### config.mk
export PLATFORM = sky130hd
export DESIGN_NAME = wptr_full_burst_flat
export DESIGN_NICKNAME = d
export VERILOG_FILES = /design/src/rtl/wptr_full_burst_if.sv /design/src/rtl/wptr_full_burst.sv /design/src/flat_wrapper.sv
export SDC_FILE = /design/constraint.sdc
export NUM_CORES = 1
export LEC_CHECK = 0
export CELL_PAD_IN_SITES_DETAIL_PLACEMENT = 1
export CELL_PAD_IN_SITES_GLOBAL_PLACEMENT = 1
export CORE_ASPECT_RATIO = 0.75
export CORE_MARGIN = 3
export CORE_UTILIZATION = 39
export CTS_CLUSTER_DIAMETER = 120
export DETAILED_ROUTE_END_ITERATION = 6
export GPL_ROUTABILITY_DRIVEN = 1
export GPL_TIMING_DRIVEN = 0
export PLACE_DENSITY_LB_ADDON = 0.12
export SYNTH_ARGS = -nofsm -noshare
export SYNTH_HDL_FRONTEND = slang
export SYNTH_SLANG_ARGS = --single-unit
### constraint.sdc
create_clock -name wclk -period 12.45 [get_ports wclk]
set_input_delay 3.1125 -clock wclk [delete_from_list [all_inputs] [get_ports wclk]]
set_output_delay 3.1125 -clock wclk [all_outputs]
set_load 0.005 [all_outputs]
### src/rtl/wptr_full_burst_if.sv
// Write-side bus of the burst write-pointer block: request/burst inputs,
// synchronised read pointer, and the pointer/flag outputs.
interface wptr_full_burst_if #(
  parameter int ADDR_SIZE = 4,
  parameter int INC_W     = 3
);
  logic                 wreq;
  logic [INC_W-1:0]     wnum;
  logic [ADDR_SIZE:0]   af_thresh;
  logic                 wovf_clr;
  logic [ADDR_SIZE:0]   wq2_rptr;
  logic                 wack;
  logic [ADDR_SIZE-1:0] waddr;
  logic [ADDR_SIZE:0]   wptr;
  logic                 wfull;
  logic                 walmost_full;
  logic [ADDR_SIZE:0]   wlevel;
  logic                 wovf;

  // The writer drives requests and sees acknowledges/flags
  modport master (
    output wreq, wnum, af_thresh, wovf_clr, wq2_rptr,
    input  wack, waddr, wptr, wfull, walmost_full, wlevel, wovf
  );

  // The pointer block consumes requests and produces pointer/flags
  modport slave (
    input  wreq, wnum, af_thresh, wovf_clr, wq2_rptr,
    output wack, waddr, wptr, wfull, walmost_full, wlevel, wovf
  );
endinterface

### src/rtl/wptr_full_burst.sv
// Write-clock-domain pointer and flag handler for the async FIFO with
// all-or-nothing multi-word burst writes, occupancy level, almost-full
// and a sticky overflow flag.
module wptr_full_burst #(
  parameter int ADDR_SIZE = 4,
  parameter int INC_W     = 3
) (
  input logic wclk,
  input logic wrst_n,
  wptr_full_burst_if.slave bus
);
  localparam int PW    = ADDR_SIZE + 1;
  localparam int SW    = ((PW > INC_W) ? PW : INC_W) + 1;
  localparam int DEPTH = 1 << ADDR_SIZE;

  logic [PW-1:0]    wbin;
  logic [PW-1:0]    wptr_q;
  logic             wfull_q;
  logic             walmost_full_q;
  logic [PW-1:0]    wlevel_q;
  logic             wovf_q;

  logic [PW-1:0]    rbin;
  logic [PW-1:0]    level;
  logic [SW-1:0]    demand;
  logic             req_valid;
  logic             accept;
  logic [INC_W-1:0] incr;
  logic [PW-1:0]    wbin_next;
  logic [PW-1:0]    gray_next;
  logic [PW-1:0]    level_next;

  // Convert the synchronised gray read pointer back to binary
  always_comb begin
    rbin = '0;
    for (int i = 0; i < PW; i++) begin
      rbin[i] = ^(bus.wq2_rptr >> i);
    end
  end

  // Acceptance decision and next-state pointer/level; a burst is taken
  // only when every word fits, and nothing is acknowledged during reset
  always_comb begin
    level      = wbin - rbin;
    demand     = SW'(level) + SW'(bus.wnum);
    req_valid  = bus.wreq & (bus.wnum != '0);
    accept     = wrst_n & req_valid & (demand <= SW'(DEPTH));
    incr       = accept ? bus.wnum : '0;
    wbin_next  = wbin + PW'(incr);
    gray_next  = wbin_next ^ (wbin_next >> 1);
    level_next = wbin_next - rbin;
  end

  // Pointer and flags all advance together from the next-state values
  always_ff @(posedge wclk or negedge wrst_n) begin
    if (!wrst_n) begin
      wbin           <= '0;
      wptr_q         <= '0;
      wfull_q        <= 1'b0;
      walmost_full_q <= 1'b0;
      wlevel_q       <= '0;
    end else begin
      wbin           <= wbin_next;
      wptr_q         <= gray_next;
      wfull_q        <= (level_next == PW'(DEPTH));
      walmost_full_q <= (level_next >= bus.af_thresh);
      wlevel_q       <= level_next;
    end
  end

  // Sticky overflow: a rejected real request sets it and beats a clear
  always_ff @(posedge wclk or negedge wrst_n) begin
    if (!wrst_n) begin
      wovf_q <= 1'b0;
    end else if (req_valid & ~accept) begin
      wovf_q <= 1'b1;
    end else if (bus.wovf_clr) begin
      wovf_q <= 1'b0;
    end
  end

  assign bus.wack         = accept;
  assign bus.waddr        = wbin[ADDR_SIZE-1:0];
  assign bus.wptr         = wptr_q;
  assign bus.wfull        = wfull_q;
  assign bus.walmost_full = walmost_full_q;
  assign bus.wlevel       = wlevel_q;
  assign bus.wovf         = wovf_q;
endmodule

### src/flat_wrapper.sv
// flat-port wrapper written by rule: the top's interface ports become plain ports
module wptr_full_burst_flat 
#(
  parameter int ADDR_SIZE = 4,
  parameter int INC_W     = 3
)
  (wclk, wrst_n, bus_wreq, bus_wnum, bus_af_thresh, bus_wovf_clr, bus_wq2_rptr, bus_wack, bus_waddr, bus_wptr, bus_wfull, bus_walmost_full, bus_wlevel, bus_wovf);
  wptr_full_burst_if #(.ADDR_SIZE(ADDR_SIZE), .INC_W(INC_W)) bus_i ();
  input logic wclk;
  input logic wrst_n;
  input wire logic [$bits(bus_i.wreq)-1:0] bus_wreq;
  input wire logic [$bits(bus_i.wnum)-1:0] bus_wnum;
  input wire logic [$bits(bus_i.af_thresh)-1:0] bus_af_thresh;
  input wire logic [$bits(bus_i.wovf_clr)-1:0] bus_wovf_clr;
  input wire logic [$bits(bus_i.wq2_rptr)-1:0] bus_wq2_rptr;
  output wire logic [$bits(bus_i.wack)-1:0] bus_wack;
  output wire logic [$bits(bus_i.waddr)-1:0] bus_waddr;
  output wire logic [$bits(bus_i.wptr)-1:0] bus_wptr;
  output wire logic [$bits(bus_i.wfull)-1:0] bus_wfull;
  output wire logic [$bits(bus_i.walmost_full)-1:0] bus_walmost_full;
  output wire logic [$bits(bus_i.wlevel)-1:0] bus_wlevel;
  output wire logic [$bits(bus_i.wovf)-1:0] bus_wovf;
  assign bus_i.wreq = bus_wreq;
  assign bus_i.wnum = bus_wnum;
  assign bus_i.af_thresh = bus_af_thresh;
  assign bus_i.wovf_clr = bus_wovf_clr;
  assign bus_i.wq2_rptr = bus_wq2_rptr;
  assign bus_wack = bus_i.wack;
  assign bus_waddr = bus_i.waddr;
  assign bus_wptr = bus_i.wptr;
  assign bus_wfull = bus_i.wfull;
  assign bus_walmost_full = bus_i.walmost_full;
  assign bus_wlevel = bus_i.wlevel;
  assign bus_wovf = bus_i.wovf;
  wptr_full_burst #(.ADDR_SIZE(ADDR_SIZE), .INC_W(INC_W)) u_core (.wclk(wclk), .wrst_n(wrst_n), .bus(bus_i));
endmodule
==> flow_summary.toml <==
[timing]
fin_skew_ns = 0.000933
fin_crit_ns = 11.21
setup_viol = 0
clock.fmax_mhz = 89.2
period_share_pct = 90.0
maxSlewViolCount = 0
worst_slack_ns = 1.24
grt_setup_unrepaired = "no"
hold_viol = 0
slew_headroom_pct = 46.2
tns_ns = 0
tightest_slew_ns = 0.805

[placement]
routabilityCongestion = 0.776
numPortBuffers = 34
dp_hpwl_mm = 2.43
preCtsSetupSlack_ns = 1.26

[clocking]
cts_buffers = 3
post_cts.repair.setup_buffers = 0
clkLatencyLatePin_ns = 0.25
cts-root-buf = "clkbuf_8"
cts_resized = 0
clock_sinks = 17
cts_hold_repair.buffers = 0
htreeDepth = 1
clk_pin_slew_ns = 0.06
clockBufferDepth = 2
cts_tree = "built"

[final_layout]
final_cell_mix = "34 x clkdlybuf4s50_1, 20 x ha_1, 17 x inv_1, 17 x dfrtp_1, 11 x xnor2_1"
final_common_cell = "clkdlybuf4s50_1"
antenna_cells = 0
drive_gt1_share_pct = 3.29
post-route-util_pct = 56.2
nets = 194
area_growth_pct = 34.5

[floorplanning]
chipHeight_um = 55.1
start_util_pct = 41.8
row_count = 17
die-area_um2 = 3940
core_um2 = 3000
die_w_um = 71.5
io_pins = 35

[detailed_routing]
drt-pass1-iter-count = 4
vias = 957
drt_iter0_markers = 27
drc = 0
via_per_inst = 5.04
finalWirelength_mm = 3.00
wire_per_inst_um = 15.8
ant_nets = 0

[synthesis]
ys_seq_elements = 17
seq_area_frac_synth_pct = 33.9
synthAdderAreaFrac_pct = 26.3
synth_simple_gate_area_share_pct = 7.19
synth_area_leaders = "dfrtp_1 34%, ha_1 20%, xnor2_1 7.7%"
ys.warnings.count = 0
avgSynthCellArea_um2 = 11.0
synthDistinctLibCells = 24
synth_compound_area_share_pct = 11.7
syn_nets = 155
synthMuxAreaShare_pct = 0
synth_xor_area_share_pct = 15.8
synth_top_family_by_area = "adder cells"
synth_top_area_cell = "dfrtp_1"
synth_top_cell_area_share_pct = 33.9
syn_area_um2 = 1250
postSynthCellCount = 114

[worst_setup_path]
regToRegSetupSlack_ns = 6.52
critPathCaptureType = "output pin"
path_class = "in2out"
cp_max_fo = 5
crit_arrival_ns = 8.09
cp-start-kind = "primary input"
rr_worst_depth = 24
required_ns = 9.34

[outcome]
status = "finished clean"

[power]
p_leak_nw = 0.814
peakVddDrop_v = 0.000154
powerDensity_nw_per_um2 = 333

[global_routing]
grt_overflow = 0
grt_max_degree = 19
grt_pass1_wl_mm = 5.06
grt_usage_pct = 17.1
first_global_vias = 1021
antenna_found_initial = 0

[hold_path]
holdPathStages = 2
hold_path_class = "reg2reg"

[job]
maxCapViolations = 0
==> synth_stat cells, drive strengths merged <==
library cell,instances
ha,20
dfrtp,17
xnor3,1
or3,1
inv,17
nor4b,1
xnor2,11
nand2b,4
xor2,9
nor2,1
a211oi,1
a21o,5
nor2b,2
nand4b,1
and3,4
o21ai,2
o311a,1
a31oi,1
fa,4
a21oi,7
o31ai,2
o22ai,1
o2bb2ai,1
==> critical path, cell delays in order <==
cell and delay, ns:
clkdlybuf4s50_1 0.48, xnor2_1 0.31, xor2_1 0.33, xor2_1 0.52, xnor2_1 0.22, ha_1 0.22, inv_1 0.06, fa_1 0.41
xor2_1 0.24, ha_1 0.29, and3_1 0.18, a211oi_1 0.38, xnor3_1 0.21, nand4b_1 0.13, a31oi_2 0.29, o311a_1 0.22
clkdlybuf4s50_1 0.49
==> final cells by class <==
class	instances	area (um^2)
flip-flops and latches	17	425
clock buffers	4	45.0
fillers	339	1310
multi-input cells	80	764
inverters	17	63.8
repair buffers	34	340
well taps	38	47.5
==> per-stage QoR <==
| step | hold WS [ns] | total power [mW] | std cells | area, um^2 |
|---|---|---|---|---|
| 2_1_floorplan | 0.526 | 0.375 | 114 | 1250 |
| 3_3_place_gp | 0.517 | 0.490 | 186 | 1640 |
| 3_5_place_dp | 0.527 | 0.516 | 186 | 1640 |
| 4_1_cts | 0.537 | 0.569 | 190 | 1690 |
| 5_1_grt | 0.555 | 0.626 | 190 | 1690 |
| 6_report | 0.531 | 0.562 | 190 | 1690 |
==> cells by family after synthesis <==
| logic type | Yosys count |
|---|---|
| adder cells (fa/ha/maj) | 24 |
| AO/OA/AOI/OAI | 21 |
| XOR/XNOR | 21 |
| buffers and inverters | 17 |
| flip-flops | 17 |
| AND/OR/NAND/NOR | 14 |
==> report_power, final <==
part | internal [mW] | switching (mW)
Combinational | 0.210 | 0.207
Sequential | 0.0879 | 0.0165
Clock | 0.0227 | 0.0180
==> flip-flops by register name (all words and copies together), names as in the netlist <==
register	cells
u_core.bus.wovf	1
u_core.bus.wfull	1
u_core.bus.walmost_full	1
u_core.wbin	5
u_core.bus.wlevel	5
u_core.bus.wptr	4
==> layer usage <==
metal	vias up	share of wire (%)	wire length, um	global-route usage, %
met5	-	0	0	0
met4	0	0.23	7	1.88
met3	2	4.8	143	5.05
met2	23	48	1450	30.9
met1	471	47	1400	21.1
li1	461	-	-	-
==> final timing paths <==
kind	end	startpoint
setup / recovery	bus_wack	bus_wq2_rptr[4]
setup reg to reg	u_core.bus.walmost_full	u_core.wbin[0]
hold / removal	u_core.bus.wovf	u_core.bus.wovf
max in group asynchronous	u_core.wbin[3]	wrst_n
hold reg to reg	u_core.bus.wovf	u_core.bus.wovf
min in group asynchronous	u_core.bus.wptr[0]	wrst_n
Note: power is estimated with default switching activity, not from simulation.
